**src/rtl/ltc2308_responder.sv**
```systemverilog
// ltc2308_responder: device-side emulator of the LTC2308 8-channel 12-bit ADC serial port.
// It answers a controller's CONVST/SCK/SDI with SDO results computed from parallel channel values.
//
// Ports:
//   clock        system clock, sole clock domain
//   reset_n      asynchronous active-low reset
//   convst       conversion start (async to clock); only its rising edge matters
//   sck          serial clock from the controller (async to clock)
//   sdi          serial config input, MSB first, sampled on SCK rise
//   sdo          serial result output, MSB first, advanced on SCK fall
//   ch_data      eight 12-bit channel values, ch n = ch_data[12n+11:12n]
//   busy         high while the emulated conversion runs (CONV_CYCLES clocks)
//   config_o     config word of the current conversion {S/D, O/S, S1, S0, UNI, SLP}
//   frame_count  CONVST rising edges since reset, wrapping
//   err_sck      one-cycle pulse for an SCK rise seen while busy
module ltc2308_responder #(
    parameter int unsigned CONV_CYCLES = 64,
    parameter int unsigned SYNC_STAGES = 2
) (
    input  logic        clock,
    input  logic        reset_n,
    input  logic        convst,
    input  logic        sck,
    input  logic        sdi,
    output logic        sdo,
    input  logic [95:0] ch_data,
    output logic        busy,
    output logic [5:0]  config_o,
    output logic [15:0] frame_count,
    output logic        err_sck
);

    localparam int unsigned CntW = (CONV_CYCLES > 1) ? $clog2(CONV_CYCLES) : 1;
    localparam logic [CntW-1:0] ConvLast = CntW'(CONV_CYCLES - 1);
    localparam logic [5:0] CfgReset = 6'b100010;

    typedef enum logic [1:0] {StIdle, StConvert, StShift} state_e;

    // Input synchronizers; bit 0 of each chain is the raw pin.
    logic [SYNC_STAGES-1:0] r_cv_sync, r_sck_sync, r_sdi_sync;
    logic [SYNC_STAGES:0]   w_cv_chain, w_sck_chain, w_sdi_chain;
    logic                   w_cv_s, w_sck_s, w_sdi_s;
    logic                   r_cv_q, r_sck_q, r_sdi_q;
    logic                   r_cv_rise, r_sck_rise, r_sck_fall;

    state_e          r_state, w_state_d;
    logic [CntW-1:0] r_conv_cnt;
    logic [3:0]      r_bit_cnt;
    logic [2:0]      r_rise_cnt;
    logic [4:0]      r_sdi_shreg;
    logic [5:0]      r_pend_cfg;
    logic            r_pend_vld;
    logic [5:0]      r_config;
    logic [11:0]     r_result;
    logic [15:0]     r_frame_cnt;
    logic            r_err;

    logic [5:0]  w_cfg_new;
    logic [2:0]  w_addr_a, w_addr_b;
    logic [11:0] w_ch_a, w_ch_b;
    logic [12:0] w_diff;
    logic [11:0] w_result;

    assign w_cv_chain  = {r_cv_sync, convst};
    assign w_sck_chain = {r_sck_sync, sck};
    assign w_sdi_chain = {r_sdi_sync, sdi};
    assign w_cv_s      = r_cv_sync[SYNC_STAGES-1];
    assign w_sck_s     = r_sck_sync[SYNC_STAGES-1];
    assign w_sdi_s     = r_sdi_sync[SYNC_STAGES-1];

    // Synchronizers and registered edge detectors. r_sdi_q is aligned with the
    // edge pulses so the SDI value sampled on a detected SCK rise is coherent.
    always_ff @(posedge clock or negedge reset_n) begin
        if (!reset_n) begin
            r_cv_sync  <= '0;
            r_sck_sync <= '0;
            r_sdi_sync <= '0;
            r_cv_q     <= 1'b0;
            r_sck_q    <= 1'b0;
            r_sdi_q    <= 1'b0;
            r_cv_rise  <= 1'b0;
            r_sck_rise <= 1'b0;
            r_sck_fall <= 1'b0;
        end else begin
            r_cv_sync  <= w_cv_chain[SYNC_STAGES-1:0];
            r_sck_sync <= w_sck_chain[SYNC_STAGES-1:0];
            r_sdi_sync <= w_sdi_chain[SYNC_STAGES-1:0];
            r_cv_q     <= w_cv_s;
            r_sck_q    <= w_sck_s;
            r_sdi_q    <= w_sdi_s;
            r_cv_rise  <= w_cv_s & ~r_cv_q;
            r_sck_rise <= w_sck_s & ~r_sck_q;
            r_sck_fall <= ~w_sck_s & r_sck_q;
        end
    end

    // Result for the conversion being started: the pending config takes effect now.
    // Channel a is always ch[{S1,S0,O/S}]; b is its pair partner, which gives the
    // O/S swap for free in differential mode.
    always_comb begin
        w_cfg_new = r_pend_vld ? r_pend_cfg : r_config;
        w_addr_a  = {w_cfg_new[3:2], w_cfg_new[4]};
        w_addr_b  = {w_cfg_new[3:2], ~w_cfg_new[4]};
        w_ch_a    = ch_data[12*int'(w_addr_a) +: 12];
        w_ch_b    = ch_data[12*int'(w_addr_b) +: 12];
        w_diff    = {1'b0, w_ch_a} - {1'b0, w_ch_b};
        w_result  = '0;
        if (w_cfg_new[5]) begin
            w_result = w_cfg_new[1] ? w_ch_a : {~w_ch_a[11], w_ch_a[10:0]};
        end else if (w_cfg_new[1]) begin
            w_result = w_diff[12] ? 12'h000 : w_diff[11:0];
        end else begin
            w_result = w_diff[12:1];
        end
    end

    // Next state; a CONVST rise overrides everything.
    always_comb begin
        w_state_d = r_state;
        case (r_state)
            StIdle:    w_state_d = StIdle;
            StConvert: if (r_conv_cnt == ConvLast) w_state_d = StShift;
            StShift:   w_state_d = StShift;
            default:   w_state_d = StIdle;
        endcase
        if (r_cv_rise) w_state_d = StConvert;
    end

    always_comb begin
        busy = (r_state == StConvert);
        sdo  = 1'b0;
        if (r_state == StShift && r_bit_cnt < 4'd12) sdo = r_result[4'd11 - r_bit_cnt];
    end

    always_ff @(posedge clock or negedge reset_n) begin
        if (!reset_n) r_state <= StIdle;
        else          r_state <= w_state_d;
    end

    always_ff @(posedge clock or negedge reset_n) begin
        if (!reset_n) begin
            r_conv_cnt  <= '0;
            r_bit_cnt   <= '0;
            r_rise_cnt  <= '0;
            r_sdi_shreg <= '0;
            r_pend_cfg  <= '0;
            r_pend_vld  <= 1'b0;
            r_config    <= CfgReset;
            r_result    <= '0;
            r_frame_cnt <= '0;
            r_err       <= 1'b0;
        end else begin
            // SCK edges coinciding with a CONVST rise are discarded.
            r_err <= r_sck_rise & ~r_cv_rise & (r_state == StConvert);
            if (r_cv_rise) begin
                r_config    <= w_cfg_new;
                r_pend_vld  <= 1'b0;
                r_result    <= w_result;
                r_conv_cnt  <= '0;
                r_bit_cnt   <= '0;
                r_rise_cnt  <= '0;
                r_frame_cnt <= r_frame_cnt + 16'd1;
            end else begin
                if (r_state == StConvert) r_conv_cnt <= r_conv_cnt + CntW'(1);
                if (r_state == StShift) begin
                    if (r_sck_fall && r_bit_cnt != 4'd12) r_bit_cnt <= r_bit_cnt + 4'd1;
                    if (r_sck_rise && r_rise_cnt != 3'd6) begin
                        r_sdi_shreg <= {r_sdi_shreg[3:0], r_sdi_q};
                        r_rise_cnt  <= r_rise_cnt + 3'd1;
                        if (r_rise_cnt == 3'd5) begin
                            r_pend_cfg <= {r_sdi_shreg, r_sdi_q};
                            r_pend_vld <= 1'b1;
                        end
                    end
                end
            end
        end
    end

    assign config_o    = r_config;
    assign frame_count = r_frame_cnt;
    assign err_sck     = r_err;

endmodule

```
**config.mk**
```make
export PLATFORM = sky130hd
export DESIGN_NAME = ltc2308_responder
export DESIGN_NICKNAME = d
export VERILOG_FILES = /design/src/rtl/ltc2308_responder.sv
export SDC_FILE = /design/constraint.sdc
export NUM_CORES = 1
export LEC_CHECK = 0
export ABC_CLOCK_PERIOD_IN_PS = 3900
export CAP_MARGIN = 20
export CORE_UTILIZATION = 47
export CTS_CLUSTER_DIAMETER = 30
export DETAILED_ROUTE_END_ITERATION = 10
export PLACE_DENSITY = 0.88
export SKIP_LAST_GASP = 1
export SLEW_MARGIN = 10
export SYNTH_ARGS = -nofsm -noshare
export SYNTH_HDL_FRONTEND = slang
export SYNTH_SLANG_ARGS = --single-unit
export TNS_END_PERCENT = 100
```
**constraint.sdc**
```tcl
create_clock -name clock -period 3.9 [get_ports clock]
set_clock_uncertainty 0.05 [all_clocks]
set_input_delay 0.39 -clock clock [delete_from_list [all_inputs] [get_ports clock]]
set_output_delay 0.39 -clock clock [all_outputs]
set_load 0.02 [all_outputs]
```
## After elaboration in Yosys (flattened, before gate mapping)

Cells that the tools add are included.

- Output and inout bits: 25
- Register bits after elaboration: 74

- Reductions and logical operators: 14
- Bitwise operators: 11
- Equality and inequality tests: 7
- $lt $le $gt $ge: 2
- Mux-type cells: 23
- Shift-type cells: 2
- Multiply operators: 2
- Add/subtract/negate cells: 6

Operator list:

| kind | count |
|---|---|
| $shiftx A96 B8 Y12 | 2 |
| $mux W12 | 4 |
| $mux W6 | 3 |
| $add A16 B1 Y16 const B | 1 |
| $sub A12 B12 Y13 | 1 |
| $mux W4 | 3 |
| $mul A2 B3 Y5 const A | 2 |
| $reduce_bool A2 Y1 | 5 |
| $mux W3 | 3 |
| $add A6 B1 Y6 const B | 1 |
| $eq A6 B6 Y1 const B | 1 |
| $mux W1 | 6 |
| $not A1 Y1 | 6 |
| $reduce_and A2 Y1 | 3 |
| $reduce_and A3 Y1 | 2 |
| $and A1 B1 Y1 | 5 |
| $lt A4 B5 Y1 const B | 1 |
| $add A4 B1 Y4 const B | 1 |
| $bmux W1 S4 | 1 |
| $lt A4 B4 Y1 const B | 1 |
| $mux W2 | 2 |
| $ne A4 B4 Y1 const B | 1 |
| $pmux W2 S2 | 1 |
| $reduce_and A4 Y1 | 1 |
| other kinds (8) | 10 |

## Longest topological paths before layout

Gate-level depths: netlist of the first run.

- Depth after elaboration: 8
- Gate-level depth with buffers: 16
- Gate-level depth less buffers: 14

## Worst setup path after synthesis of the first run

Ideal clock, no wire load.

- Path kind: register to register
- From: register r_pend_cfg[2]
- To: register r_result[3]
- Clock period less this slack: 3889 ps
- Stages on the path, launching flop included: 17
- Arrival: 3713 ps
- Slack: 11 ps
- Setup time: 126 ps
- Cell sequence: dfrtp_1 -> clkbuf_1 -> mux2i_2 -> buf_2 -> buf_2 -> mux4_2 -> nand2_1 -> nand2_1 -> ha_1 -> inv_1 -> fa_1 -> a21o_1 -> a311oi_1 -> nor3_1 -> or2_4 -> a31o_1 -> a221o_1

- Cells in the longest elaborated chain, start to end: 7

Ends and longest elaborated chain:

| what | line | text |
|---|---|---|
| start, declared | 51 | `logic [5:0] r_pend_cfg;` |
| start signal, assigned | 171 | `r_pend_cfg <= {r_sdi_shreg, r_sdi_q};` |
| $mux W6 (*) | 101 | `w_cfg_new = r_pend_vld ? r_pend_cfg : r_config;` |
| $mul A2 B3 Y5, on equally long branches | 104, 105 |  |
| $shiftx A96 B8 Y12, on equally long branches | 104, 105 |  |
| $sub A12 B12 Y13 | 106 | `w_diff = {1'b0, w_ch_a} - {1'b0, w_ch_b};` |
| $mux W12 | 111 | `w_result = w_diff[12] ? 12'h000 : w_diff[11:0];` |
| $mux W12 | 110 | `end else if (w_cfg_new[1]) begin` |
| $mux W12 (*) | 108 | `if (w_cfg_new[5]) begin` |
| end signal, assigned | 158 | `r_result <= w_result;` |
| end, declared | 54 | `logic [11:0] r_result;` |

Every way passes the cells marked *; elsewhere a longest branch is shown, timed or not.
A chain may end at the register's enable or synchronous reset.

## Worst setup path after layout of the first run

- From: register r_pend_vld
- To: register r_result[3]

- Cells in the longest elaborated chain, start to end: 8

Ends and longest elaborated chain:

| what | line | text |
|---|---|---|
| start, declared | 52 | `logic r_pend_vld;` |
| start signal, assigned | 147 | `r_pend_vld <= 1'b0;` |
| start signal, assigned | 157 | `r_pend_vld <= 1'b0;` |
| start signal, assigned | 172 | `r_pend_vld <= 1'b1;` |
| $mux W6 (*) | 101 |  |
| $not A1 Y1 | 103 | `w_addr_b = {w_cfg_new[3:2], ~w_cfg_new[4]};` |
| $mul A2 B3 Y5 | 105 | `w_ch_b = ch_data[12*int'(w_addr_b) +: 12];` |
| $shiftx A96 B8 Y12 | 105 |  |
| $sub A12 B12 Y13 | 106 |  |
| $mux W12 | 111 |  |
| $mux W12 | 110 |  |
| $mux W12 (*) | 108 |  |

Marks and branches as above.

==> results.tsv, run 1 <==
stage	metric	value	unit
floorplan	dieArea	0.0130	sq mm
setup_path	critPathCaptureType	flip-flop	
setup_path	cp_common_cell	buf_12	
route	drc_errors	0	
timing	setup_viol	0	
timing	relSlewSlack	0.398	
cts	cts_root_buffer	clkbuf_16	
route	wl	18200	microns
route	vias_per_cell	6.36	
global_route	grt_start_max_net_pins	75	
global_route	grt_util_met3	0.0515	
setup_path	path_delay_family	compound AO/OA/AOI/OAI gates	
route	wl_per_cell	19.9	microns
final_layout	final_cell_mix	clkdlybuf4s50_1 (124), dfrtp_1 (71), nand2_1 (56)	
place	post-dp-hpwl	13200	microns
floorplan	rows	40	
power	irDropWorstVdd	0.000214	V
setup_path	critPathLaunchType	flip-flop	
setup_path	cp_cell_sequence	buf_12, mux2i_4, buf_12, mux2i_2, nand2_1, a32o_1, ha_1, a21o_1, a311oi_2, nor3_2, or2_4, a31o_1, a221o_1	
cts	cts_max_path_buffers	2	
logic_synthesis	synthDominantCellAreaShare	0.306	
cts	holdBufCountCts	0	
timing	worst_pin_slew	903	ps
floorplan	core_area	0.0121	sq mm
global_route	grt_pass1_vias	5831	
setup_path	crit_path_max_incr_delay	420	ps
final_layout	fin_util	0.662	
cts	cts.sinks	74	
logic_synthesis	ys_seq_elements	74	
final_layout	layout_commonest_cell	clkdlybuf4s50_1	
global_route	antenna_found_initial	0	
route	vias	5824	
timing	hold_viol_final	0	
global_route	overflow	0	
global_route	grt_busiest_layer	met2	
floorplan	start_util	0.486	
logic_synthesis	syn_nets	716	
setup_path	cp_slowest_cell	dfrtp_2	
timing	fin_crit_sh	0.990	
logic_synthesis	synth-async-reset-ratio	1.00	
route	firstDrtPassIters	6	
logic_synthesis	synth_cell_type_count	63	
run_status	status	complete, no violations	
final_layout	fin_nets	868	
logic_synthesis	synth_edf_count	0	
final_layout	fill_cells	913	
setup_path	required	4060	ps
route	initialDrtViolationCount	599	
place	gp_congestion	0.945	
route	ant_nets	0	
timing	slew_viol_final	0	
cts	htree_num_levels	3	
global_route	grt.met1_usage	0.352	
logic_synthesis	synth-seq-area-share	0.315	
global_route	grt_usage	0.283	
global_route	grt_pass1_wl	29100	microns
logic_synthesis	synth_area	0.00589	sq mm
timing	timing.final.crit_period	3860	ps
global_route	grt_use_met2	0.490	
cts	tritoncts	built	
logic_synthesis	postSynthCellCount	592	
place	dp_cells	886	
logic_synthesis	syn-mean-instance-area	9.95	sq um
setup_path	crit_arrival	4020	ps
cts	cts_buffers	9	
final_layout	syn_to_final_growth	36.1	%
power	power_leakage	0.00339	uW
final_layout	stdcell_count	916	
flow_run	drv_cap	0	
setup_path	crit_type	flip-flop to flip-flop	
logic_synthesis	yosysWarnings	0	
floorplan	die_y	114	microns
final_layout	drive_gt1_frac	0.195	
timing	grt_setup_unrepaired	true	
power	power_density	314	mW/mm^2
floorplan	die_x	114	microns
place	io_buffers	125	
logic_synthesis	synth_area_leaders	dfrtp_1 (31%), mux4_2 (10%), ha_1 (4.7%)	
floorplan	boundaryPins	126	
final_layout	diodes	0	
hold_path	holdCritPathClass	primary input to asynchronous set/reset pin	
setup_path	cp_max_fo	20	
cts	clkTransAtPathRegs	60	ps
logic_synthesis	yosys.area.top_type	dfrtp_1	
logic_synthesis	yosys_most_used_dff	dfrtp_1	
timing	fmax	259	MHz
cts	insertion_delay	330	ps
setup_path	crit_buf_inv	2	
[path summary, 6_finish.rpt]
check | from | to | slack, ps | cells after the start
max | r_pend_vld | r_result[3] | 40 | 13
min | reset_n | r_conv_cnt[5] | 150 | 1
max reg2reg | r_pend_vld | r_result[3] | 40 | 13
min reg2reg | r_sdi_sync[1] | r_sdi_q | 310 | 0
max in group asynchronous | reset_n | r_pend_vld | 3020 | 1
min in group clock | r_sdi_sync[1] | r_sdi_q | 310 | 0
[power breakdown]
group	internal [uW]	switching, uW
clock network	506	307
registers	874	115
logic	392	323
[state kept, by name, summed over array words and instances, names as in the netlist]
| signal | flops |
|---|---|
| config_o | 6 |
| err_sck | 1 |
| frame_count | 16 |
| r_bit_cnt | 4 |
| r_conv_cnt | 6 |
| r_cv_q | 1 |
| r_cv_rise | 1 |
| r_cv_sync | 2 |
| r_pend_cfg | 6 |
| r_pend_vld | 1 |
| r_result | 12 |
| r_rise_cnt | 3 |
| r_sck_fall | 1 |
| r_sck_q | 1 |
| r_sck_rise | 1 |
| r_sck_sync | 2 |
| r_sdi_q | 1 |
| r_sdi_shreg | 5 |
| r_sdi_sync | 2 |
| r_state | 2 |
[repair_timing]
item | in CTS | in global routing
gates resized for setup | 9 | 12
endpoints found under the setup margin | 4 | 11
gates cloned | 0 | 2
pin swaps | 0 | 2
endpoints found under the hold margin | 0 | 0
setup buffers | 1 | 12
[Yosys cell counts (5+ instances only)]
cell type   n
a211oi_1   17
a21boi_0   12
a21o_1      8
a21oi_1    36
a221o_1     7
a221oi_1    5
a31oi_1     7
and2_1      7
and3_1      6
buf_2      17
clkbuf_1   16
dfrtp_1    72
ha_1       22
inv_1      18
mux2_2     22
mux2i_1    27
mux4_1      5
mux4_2     27
nand2_1    56
nand3_1    19
nand4_1     6
nor2_1     28
nor2b_1     8
nor3_1      5
o211ai_1    8
o21ai_0    30
o22a_1      5
o22ai_1     5
xnor2_1    18
xor2_1     13
[area by class of cell]
type	count	area [sq um]	share of cell area
Sequential cell	74	1860	0.231
Multi-Input combinational cell	459	3800	0.473
Clock inverter	5	55.1	0.00687
Clock buffer	10	239	0.0298
Inverter	18	71.3	0.00889
Timing Repair Buffer	182	1790	0.223
Tap cell	168	210	0.0262
[per-stage QoR]
step | hold slack [ps] | setup WS (ps) | power, uW | instance area [sq um] | setup TNS [ps]
5_1_grt | 230 | -82.5 | 2630 | 8020 | -332
2_1_floorplan | 44.4 | 10.9 | 1360 | 5890 | 0
3_3_place_gp | 285 | -8.69 | 1640 | 7500 | -8.87
4_1_cts | 185 | 0.127 | 2510 | 7830 | 0
3_5_place_dp | 286 | -88.4 | 1680 | 7500 | -228
6_report | 149 | 39.1 | 2520 | 8020 | 0
[routing by layer]
metal | routed length [microns] | share of wire | vias to the layer above
met5 | 0 | 0 | -
met4 | 555 | 0.030 | 0
met3 | 1660 | 0.091 | 67
met2 | 8960 | 0.49 | 393
met1 | 7040 | 0.39 | 2819
li1 | - | - | 2545
[cells by family after synthesis]
family | synth area share
xor+xnor | 0.0461
simple gates | 0.120
mux | 0.220
fa+ha+maj | 0.0501
buf+inv | 0.0482
compound gates | 0.201
flops | 0.315
Power figures use the tool's default switching activity.
==> inputs of run 2 (changes only) <==
ABC_CLOCK_PERIOD_IN_PS = 3300   (was 3900)
SLEW_MARGIN = 20   (was 10)
clock period = 3.3 ns   (was 3.9 ns; I/O delays follow)
==> run 2 against run 1 <==
The run now ends with negative setup slack left. Sequential cell count is the same. Core utilization grew 5.5 points. Largest power group unchanged. Final area grew 8.3%.
==> results.tsv, run 2 (synthesis results as in run 1) <==
stage	metric	value	unit	change
run_status	status	finished with violations		
run_status	violations	negative setup slack		
timing	hold_viol_final	0		unchanged
global_route	antenna_found_initial	0		unchanged
power	irDropWorstVdd	0.000277	V	+29%
place	place_area	0.00797	sq mm	+6.2%
setup_path	cp_slowest_cell	dfrtp_2		
setup_path	critPathLaunchType	flip-flop		
global_route	grt_util_met3	0.0574		+0.00584
place	dp_cells	938		+5.9%
place	post-dp-hpwl	13900	microns	+5.8%
setup_path	crit_type	flip-flop to flip-flop		
final_layout	final_cell_mix	clkdlybuf4s50_1 (124), buf_4 (91), dfrtp_1 (71)		
final_layout	largest_register_ffs	16		unchanged
setup_path	cp_cell_sequence	buf_6, mux2i_4, buf_12, buf_4, mux4_2, mux2i_1, ha_1, a21o_1, a311oi_2, buf_4, nor3b_4, mux2i_2, buf_4, a211oi_4, a21oi_2		
final_layout	drive_gt1_frac	0.286		+0.0909
final_layout	syn_to_final_growth	47.4	%	
setup_path	critPathCaptureType	flip-flop		
place	gp_congestion	0.920		-2.7%
power	power_density	361	mW/mm^2	+15%
final_layout	diodes	0		unchanged
hold_path	holdCritPathClass	primary input to asynchronous set/reset pin		
setup_path	cp_common_cell	buf_4		
setup_path	crit_path_max_incr_delay	410	ps	about the same
cts	cts_root_buffer	clkbuf_16		
floorplan	boundaryPins	126		unchanged
global_route	overflow	0		unchanged
floorplan	core_area	0.0121	sq mm	unchanged
timing	fmax	272	MHz	+5.1%
route	drc_errors	0		unchanged
global_route	grt_pass1_vias	6150		+5.5%
timing	slew_viol_final	0		unchanged
final_layout	layout_commonest_cell	clkdlybuf4s50_1		
final_layout	fin_nets	923		+6.3%
cts	cts_buffers	9		unchanged
cts	cts_max_path_buffers	2		unchanged
timing	fin_tns_setup	-3070	ps	-3070 ps
power	fin_total_pwr	3140	uW	+25%
setup_path	cp_max_fo	8		-60%
final_layout	final_area	0.00868	sq mm	+8.3%
floorplan	start_util	0.486		unchanged
cts	tritoncts	built		
floorplan	die_y	114	microns	unchanged
timing	setup_slack	-375	ps	-414 ps
floorplan	die_x	114	microns	unchanged
route	initialDrtViolationCount	481		-20%
timing	setup_viol	12		+12
global_route	grt.met1_usage	0.377		+0.0246
cts	insertion_delay	340	ps	about the same
timing	timing.final.crit_period	3670	ps	-186 ps
power	power_leakage	0.00368	uW	+8.5%
cts	htree_num_levels	3		unchanged
setup_path	crit_arrival	3840	ps	-180 ps
timing	worst_pin_slew	876	ps	-26.8 ps
floorplan	rows	40		unchanged
cts	clkTransAtPathRegs	60	ps	about the same
route	vias_per_cell	6.13		-3.6%
cts	cts.sinks	74		unchanged
setup_path	required	3460	ps	-600 ps
global_route	grt_usage	0.302		+0.0186
place	io_buffers	125		unchanged
floorplan	dieArea	0.0130	sq mm	unchanged
timing	fin_crit_sh	1.11		+0.124
global_route	grt_use_met2	0.511		+0.0210
route	wl_per_cell	19.5	microns	-1.7%
global_route	grt_pass1_wl	30800	microns	+5.9%
route	ant_nets	0		unchanged
timing	grt_setup_unrepaired	true		
route	wl	19000	microns	+4.3%
flow_run	drv_cap	0		unchanged
global_route	grt_busiest_layer	met2		
route	vias	5956		+2.3%
timing	relSlewSlack	0.416		+0.0179
final_layout	stdcell_count	972		+6.1%
route	firstDrtPassIters	5		-1
global_route	grt_start_max_net_pins	42		-44%
run 2: cell count changes in the layout (fill, tap and decap cells not counted), moves of 5 or more:
| cell | delta |
|---|---|
| buf_6 | +9 |
| a21oi_2 | +6 |
| buf_12 | +5 |
| a21oi_1 | -6 |
| buf_4 | +44 |
run 2: final timing paths:
path / cells after the start / startpoint / to / slack, ps
max in group asynchronous: 2 / reset_n / r_result[10] / 2450
min in group clock: 0 / r_sck_sync[0] / r_sck_sync[1] / 300
hold / removal: 1 / reset_n / frame_count[12] / 60
setup / recovery: 15 / r_pend_vld / r_result[9] / -370
hold reg to reg: 0 / r_sck_sync[0] / r_sck_sync[1] / 300
setup reg to reg: 15 / r_pend_vld / r_result[9] / -370
run 2: per-stage QoR:
| stage | util | setup slack, ps | hold WS (ps) |
|---|---|---|---|
| finish | 0.717 | -375 | 59.7 |
| global route | 0.717 | -490 | 127 |
| CTS | 0.697 | -337 | 87.2 |
| detailed placement | 0.658 | -375 | 291 |
| global placement | 0.658 | -326 | 283 |
| floorplan | - | -387 | -15.6 |
run 2: routing by layer:
metal / share of wire / up-vias
li1: - / 2666
met1: 0.40 / 2930
met4: 0.034 / 0
met3: 0.070 / 57
met5: 0 / -
met2: 0.50 / 303
run 2: critical path: cells and delay by family (launching register included):
family	cells	cell delay [ps]
AOI/OAI and AO/OA	4	820
adders and majority gates	1	300
buffers and inverters	5	830
DFF	1	410
muxes	4	1090
and+or+nand+nor	1	50
run 2: where the power goes:
| group | internal (uW) | switching (uW) |
|---|---|---|
| clock | 664 | 379 |
| combinational | 515 | 411 |
| sequential | 1030 | 134 |
run 2: cell type report:
class | instances | area, sq um
multi-input combinational | 459 | 3990
sequential | 74 | 1860
tap | 168 | 210
clock inverter | 6 | 90.1
clock buffer | 10 | 229
inverter | 18 | 71.3
timing repair inverter | 1 | 5.00
fill | 838 | 3430
timing repair buffer | 236 | 2230
run 2: repair_timing:
item                       CTS  global route
setup buffers                8             9
setup endpoints to repair   12            12
pin swaps                   22            23
resized for setup           22            38
hold buffers                 0             0
gates cloned                 1             0
==> inputs of run 3 (changes only) <==
CTS_CLUSTER_DIAMETER = 40   (was 30)
==> results of run 3 <==
No change in the layout: final DEF, timing and power equal those of run 2.
